**config.mk**
```make
export PLATFORM = sky130hd
export DESIGN_NAME = serv_uart_mmio
export DESIGN_NICKNAME = d
export VERILOG_FILES = /design/src/rtl/serv_uart_mmio_pkg.sv /design/src/rtl/serv_uart_mmio_sync_fifo.sv /design/src/rtl/serv_uart_mmio.sv
export SDC_FILE = /design/constraint.sdc
export NUM_CORES = 1
export LEC_CHECK = 0
export ABC_AREA = 1
export BUFFER_PORTS_ARGS = -buffer_cell sky130_fd_sc_hd__buf_2
export CORE_MARGIN = 1.5
export CORE_UTILIZATION = 30
export DETAILED_ROUTE_END_ITERATION = 8
export SETUP_SLACK_MARGIN = 0.5
export SYNTH_ARGS = -nofsm -noshare
export SYNTH_HDL_FRONTEND = slang
export SYNTH_SLANG_ARGS = --single-unit
```
**constraint.sdc**
```tcl
create_clock -name clk -period 1.64 [get_ports clk]
set_input_delay 0.082 -clock clk [delete_from_list [all_inputs] [get_ports clk]]
set_output_delay 0.082 -clock clk [all_outputs]
set_load 0.005 [all_outputs]
```
**src/rtl/serv_uart_mmio_pkg.sv**
```systemverilog
// Shared register map and bit positions for the serv UART MMIO responder.
package serv_uart_mmio_pkg;

  localparam logic [1:0] REG_DATA   = 2'd0;
  localparam logic [1:0] REG_STATUS = 2'd1;
  localparam logic [1:0] REG_CTRL   = 2'd2;

  localparam int STAT_RX_EMPTY = 0;
  localparam int STAT_RX_FULL  = 1;
  localparam int STAT_TX_EMPTY = 2;
  localparam int STAT_TX_FULL  = 3;
  localparam int STAT_OVERRUN  = 4;
  localparam int STAT_FRAME    = 5;

  localparam int CTRL_TX_EN = 0;
  localparam int CTRL_RX_EN = 1;
  localparam int CTRL_RX_IE = 2;
  localparam int CTRL_TX_IE = 3;

  localparam logic [31:0] EMPTY_READ = 32'h8000_0000;

endpackage

```
**src/rtl/serv_uart_mmio_sync_fifo.sv**
```systemverilog
// Small synchronous FIFO; wrap-bit pointers give full/empty, and push+pop is legal even when full.
module sync_fifo
  import serv_uart_mmio_pkg::*;
#(
  parameter int WIDTH = 8,
  parameter int DEPTH = 4
) (
  input  logic             clk,
  input  logic             rst_n,
  input  logic             push,
  input  logic             pop,
  input  logic [WIDTH-1:0] din,
  output logic [WIDTH-1:0] dout,
  output logic             full,
  output logic             empty
);
  localparam int AW = $clog2(DEPTH);

  logic [AW:0]                  wr_q, wr_d, rd_q, rd_d;
  logic [DEPTH-1:0][WIDTH-1:0]  mem_q, mem_d;
  logic                         do_push, do_pop;

  assign empty   = (wr_q == rd_q);
  assign full    = (wr_q[AW] != rd_q[AW]) && (wr_q[AW-1:0] == rd_q[AW-1:0]);
  assign do_pop  = pop & ~empty;
  assign do_push = push & (~full | do_pop);
  // Head reads as zero while empty so downstream never sees stale data.
  assign dout    = empty ? '0 : mem_q[rd_q[AW-1:0]];

  always_comb begin
    mem_d = mem_q;
    wr_d  = wr_q;
    rd_d  = rd_q;
    if (do_push) begin
      mem_d[wr_q[AW-1:0]] = din;
      wr_d = wr_q + (AW+1)'(1);
    end
    if (do_pop) rd_d = rd_q + (AW+1)'(1);
  end

  always_ff @(posedge clk or negedge rst_n) begin
    if (!rst_n) begin
      mem_q <= '0;
      wr_q  <= '0;
      rd_q  <= '0;
    end else begin
      mem_q <= mem_d;
      wr_q  <= wr_d;
      rd_q  <= rd_d;
    end
  end

endmodule

```
**src/rtl/serv_uart_mmio.sv**
```systemverilog
// serv data-bus UART responder: DATA/STATUS/CTRL registers over TX and RX FIFOs.
module serv_uart_mmio
  import serv_uart_mmio_pkg::*;
#(
  parameter int TX_DEPTH = 4,
  parameter int RX_DEPTH = 4
) (
  input  logic        clk,
  input  logic        rst_n,
  input  logic        bus_cs,
  input  logic        bus_we,
  input  logic [31:0] bus_addr,
  input  logic [31:0] bus_wdata,
  input  logic [3:0]  bus_wmask,
  output logic [31:0] bus_rdata,
  output logic        bus_ack,
  output logic        tx_enable,
  output logic        tx_valid,
  output logic [7:0]  tx_data,
  input  logic        tx_ready,
  output logic        rx_enable,
  output logic        rx_ready,
  input  logic [7:0]  rx_data,
  input  logic        rx_valid,
  input  logic        rx_error,
  output logic        irq
);
  logic        ack_q, ack_d;
  logic [31:0] rdata_q, rdata_d;
  logic [3:0]  ctrl_q, ctrl_d;
  logic        ovr_q, ovr_d, ferr_q, ferr_d, rx_error_q, rx_error_d;
  logic        tx_full, tx_empty, rx_full, rx_empty;
  logic        tx_push, tx_pop, rx_push, rx_pop;
  logic        accept, data_wr, clr_ovr, clr_ferr;
  logic [7:0]  rx_head;
  logic [1:0]  reg_sel;
  logic [31:0] status, rd_val;
  logic        unused_bits;

  assign unused_bits = ^{bus_addr[31:4], bus_addr[1:0], bus_wdata[31:8], bus_wmask[3:1]};

  assign reg_sel = bus_addr[3:2];
  assign data_wr = bus_we & (reg_sel == REG_DATA) & bus_wmask[0];
  assign tx_valid = ctrl_q[CTRL_TX_EN] & ~tx_empty;
  assign tx_pop   = tx_valid & tx_ready;
  // A DATA write into a full TX FIFO waits unless the transmitter frees a slot this cycle.
  assign accept  = bus_cs & ~ack_q & ~(data_wr & tx_full & ~tx_pop);
  assign tx_push = accept & data_wr;
  assign rx_pop  = accept & ~bus_we & (reg_sel == REG_DATA) & ~rx_empty;
  assign rx_push = rx_valid & (~rx_full | rx_pop);
  assign clr_ovr  = accept & bus_we & (reg_sel == REG_STATUS) & bus_wdata[STAT_OVERRUN];
  assign clr_ferr = accept & bus_we & (reg_sel == REG_STATUS) & bus_wdata[STAT_FRAME];

  assign bus_ack   = ack_q;
  assign bus_rdata = rdata_q;
  assign tx_enable = ctrl_q[CTRL_TX_EN];
  assign rx_enable = ctrl_q[CTRL_RX_EN];
  assign rx_ready  = ~rx_full;
  assign irq = (~rx_empty & ctrl_q[CTRL_RX_IE]) | (tx_empty & ctrl_q[CTRL_TX_IE]);

  always_comb begin
    status = '0;
    status[STAT_RX_EMPTY] = rx_empty;
    status[STAT_RX_FULL]  = rx_full;
    status[STAT_TX_EMPTY] = tx_empty;
    status[STAT_TX_FULL]  = tx_full;
    status[STAT_OVERRUN]  = ovr_q;
    status[STAT_FRAME]    = ferr_q;
    case (reg_sel)
      REG_DATA:   rd_val = rx_empty ? EMPTY_READ : {24'b0, rx_head};
      REG_STATUS: rd_val = status;
      REG_CTRL:   rd_val = {28'b0, ctrl_q};
      default:    rd_val = '0;
    endcase

    ack_d      = accept;
    rdata_d    = (accept & ~bus_we) ? rd_val : rdata_q;
    ctrl_d     = (accept & bus_we & (reg_sel == REG_CTRL) & bus_wmask[0]) ? bus_wdata[3:0] : ctrl_q;
    rx_error_d = rx_error;
    // Sets are ORed after the clear so a same-cycle event survives a W1C.
    ovr_d  = (ovr_q & ~clr_ovr) | (rx_valid & rx_full & ~rx_pop);
    ferr_d = (ferr_q & ~clr_ferr) | (rx_error & ~rx_error_q);
  end

  always_ff @(posedge clk or negedge rst_n) begin
    if (!rst_n) begin
      ack_q      <= 1'b0;
      rdata_q    <= '0;
      ctrl_q     <= '0;
      ovr_q      <= 1'b0;
      ferr_q     <= 1'b0;
      rx_error_q <= 1'b0;
    end else begin
      ack_q      <= ack_d;
      rdata_q    <= rdata_d;
      ctrl_q     <= ctrl_d;
      ovr_q      <= ovr_d;
      ferr_q     <= ferr_d;
      rx_error_q <= rx_error_d;
    end
  end

  sync_fifo #(.WIDTH(8), .DEPTH(TX_DEPTH)) u_tx_fifo (
    .clk(clk), .rst_n(rst_n), .push(tx_push), .pop(tx_pop), .din(bus_wdata[7:0]),
    .dout(tx_data), .full(tx_full), .empty(tx_empty)
  );

  sync_fifo #(.WIDTH(8), .DEPTH(RX_DEPTH)) u_rx_fifo (
    .clk(clk), .rst_n(rst_n), .push(rx_push), .pop(rx_pop), .din(rx_data),
    .dout(rx_head), .full(rx_full), .empty(rx_empty)
  );

endmodule

```
==> results.md <==
- Commonest non-fill, non-tap cell in the layout: nand2_1
- Max-capacitance violation count: 0
- Routed vias/inst: approximately 4.6
- Site Rows: 46
- Chip width: 131 um
- Status: finished with violations
- Post-Synthesis Cells: 570
- Layout cells sized above 1: about 37%
- Vias in the first global route: between 4,000 and 5,000
- All-Layer GR Usage: between 15 and 20%
- Final WS setup: -53.1 ps
- Largest stage delay, worst path: around 430 ps
- Final Slew Violations: 0
- Critical path class: register to register
- Drt total wl: 12.9 mm
- Via count: a little over 4,000
- Num ports: 129
- Clk sink count: a little over 90
- Worst slew pin tran: 524 ps
- GR Overflow Total: 0
- Peak supply drop: roughly 760 uV
- Remaining DRCs: 0
- Number of port buffers: 48
- Final hold slack: between 15 and 20 ps
- Leakage: ~3.2 nW
- Largest net degree at the start of global routing: 94
- WL/cell: 14.4 um
- Worst path cell trace: inv_2, nand2_4, nand2_4, nand3_4, nand3_4, nand2_4, nand4_4, nand2_8, nand3_4, nand2_2, nand2_2
- Final Total Pwr: about 12 mW
- Pwr Density: between 1500 and 2000 nW/um^2
- Period utilisation layout: 103%
- Worst min path class: primary input to register
- Slowest-stage cell, CP: dfrtp_1
- Delay-heaviest family, CP: simple AND/OR/NAND/NOR gates
- Root Buffer: clkbuf_16
- CTS H-Tree Depth: 3
- Setup Skew: a little under 9 ps
- DR iter-0 viols: 184
- Sequential share of the synthesized area: 47.4%
- Arrival time worst endpoint: between 1500 and 2000 ps
- Clk Latency, worst-skew pair: between 300 and 400 ps
- Final Net Count: 771
- Unrepaired setup endpoints after global routing: yes
- Fin cells: 898
- Post-DP HPWL: slightly above 8 mm
- Startpoint Class: register
- N_diodes: 0
- Average size of a mapped cell: between 8 and 9 sq um
- Netlist Area Pre-Place: 4910 sq um
- CTS tree: built
- Antenna violations before repair: 0
- Fin crit period: around 1700 ps
- FF+latch count, synth: 93
- Total CTS buffers: 9
- Most frequent cells in the layout: nand2_1 (106), dfrtp_1 (91), buf_4 (51), nand2_2 (47), buf_2 (46)
- Post-synth cell types: 33
- Setup violations, final: 44
- Core area: between 15,000 and 20,000 sq um
- Global-route wire length before repair: between 20 and 25 mm
- Fin area: 6570 sq um
- Clock-pin slew on the worst setup and hold paths: 70 ps
- Die Area: around 17,000 sq um
- Place WS: -103 ps
- Final core utilization: between 40% and 50%
- First drt pass iteration count: 4
- Routability cong.: just under 0.8
- Yosys Warn Count: 0
- Crit end category: register
- Die boundary height: around 130 um
- Inst Count DP: approximately 850
- Crit path required time: between 1500 and 2000 ps
- Violated checks: setup timing
- Relative slew slack: 65.1%
- Clock Path Buffers: 2
- Layout area overhead: 33.7%
- Antenna Nets Post-Route: 0
- Initial core utilization: between 30% and 40%
- Final Hold Viols: 0
- Placed Area: around 5500 sq um
- Buf/Inv on CP: 1
- Max Fclk: 0.591 GHz
- Setup_tns: -904 ps
- Worst Path Max Fanout: 8
-- flip-flops by register name, summed over array words and instances, names as in the netlist --
name	flops
u_tx_fifo.mem_q	32
u_rx_fifo.mem_q	32
u_rx_fifo.wr_q	3
ferr_q	1
bus_rdata	9
u_tx_fifo.rd_q	3
u_rx_fifo.rd_q	3
ovr_q	1
rx_error_q	1
ctrl_q	4
u_tx_fifo.wr_q	3
bus_ack	1
-- worst min-delay path, cell delays in order --
cell and delay, ps:
buf_2 120, nand4_1 80, nand2_1 40
-- where the power goes --
group	total (mW)	internal (mW)	switching, mW
combinational	5.81	2.64	3.17
clock	2.11	1.19	0.921
sequential	3.74	3.12	0.623
total	11.7	6.95	4.72
-- layout make-up --
type / count / area (sq um)
multi-input cells: 417 / 2610
clock inverters: 6 / 70.1
well taps: 216 / 270
repair buffers: 116 / 868
fillers: 1646 / 9370
clock buffers: 9 / 225
inverters: 40 / 190
repair inverters: 1 / 11.3
flip-flops and latches: 93 / 2330
-- layer usage --
| metal | global-route usage (%) | wire (um) |
|---|---|---|
| met1 | 20.0 | 5800 |
| met2 | 27.7 | 6600 |
| met3 | 3.09 | 436 |
| met4 | 4.33 | 105 |
| met5 | 0 | 0 |
-- timing repair --
item / 4_1_cts / 5_1_grt
gates cloned: 6 / 3
endpoints found under the hold margin: 95 / 0
endpoints found under the setup margin: 103 / 104
pin swaps: 29 / 23
resized for setup: 69 / 50
hold buffers: 2 / 0
buffers inserted: 17 / 6
-- synthesized netlist by cell type --
cell type	count	area (sq um)
nand2_1	155	582
dfrtp_1	93	2330
o21ai_0	63	315
nor2_1	39	146
nand4_1	34	213
inv_1	32	120
buf_4	24	180
o22ai_1	17	106
o21ai_1	15	75.1
nand3_1	14	70.1
ha_1	10	125
buf_2	8	40.0
buf_6	8	90.1
nand2_2	7	43.8
nand2_4	7	78.8
nand3_2	6	60.1
xor2_1	6	52.6
a21oi_1	5	25.0
clkbuf_1	5	18.8
inv_2	3	11.3
nand3_4	3	52.6
buf_12	2	40.0
buf_8	2	30.0
inv_4	2	12.5
inv_6	2	17.5
a22oi_1	1	7.51
clkinv_4	1	8.76
conb_1	1	3.75
nand4_2	1	12.5
nand4_4	1	21.3
nor2_2	1	6.26
nor3_1	1	5.00
xnor2_2	1	16.3
-- final timing paths --
path	startpoint	to	slack, ps	cells after the start
setup / recovery	u_tx_fifo.wr_q[1]$_DFFE_PN0P_	u_rx_fifo.mem_q[19]$_DFFE_PN0P_	-50	11
hold / removal	rx_data[0]	u_rx_fifo.mem_q[8]$_DFFE_PN0P_	20	3
setup reg to reg	u_tx_fifo.wr_q[1]$_DFFE_PN0P_	u_rx_fifo.mem_q[19]$_DFFE_PN0P_	-50	11
hold reg to reg	bus_rdata[6]$_DFFE_PN0N_	bus_rdata[6]$_DFFE_PN0N_	480	2
max in group asynchronous	rst_n	bus_rdata[0]$_DFFE_PN0N_	910	3
min in group asynchronous	rst_n	u_tx_fifo.wr_q[2]$_DFFE_PN0P_	310	3
-- cells by family (layout without fill, tap and decap cells) --
logic type / count (synthesis) / count (layout) / synth area share (%)
DFF: 93 / 93 / 47.4
adders and majority gates: 10 / 10 / 2.55
xor gates and xnor gates: 7 / 7 / 1.40
other: 1 / 23 / 0.0763
AOI/OAI and AO/OA: 101 / 101 / 10.8
buffers and inverters: 89 / 172 / 11.6
and+or+nand+nor: 269 / 276 / 26.3
(Power assumes the default switching activity.)
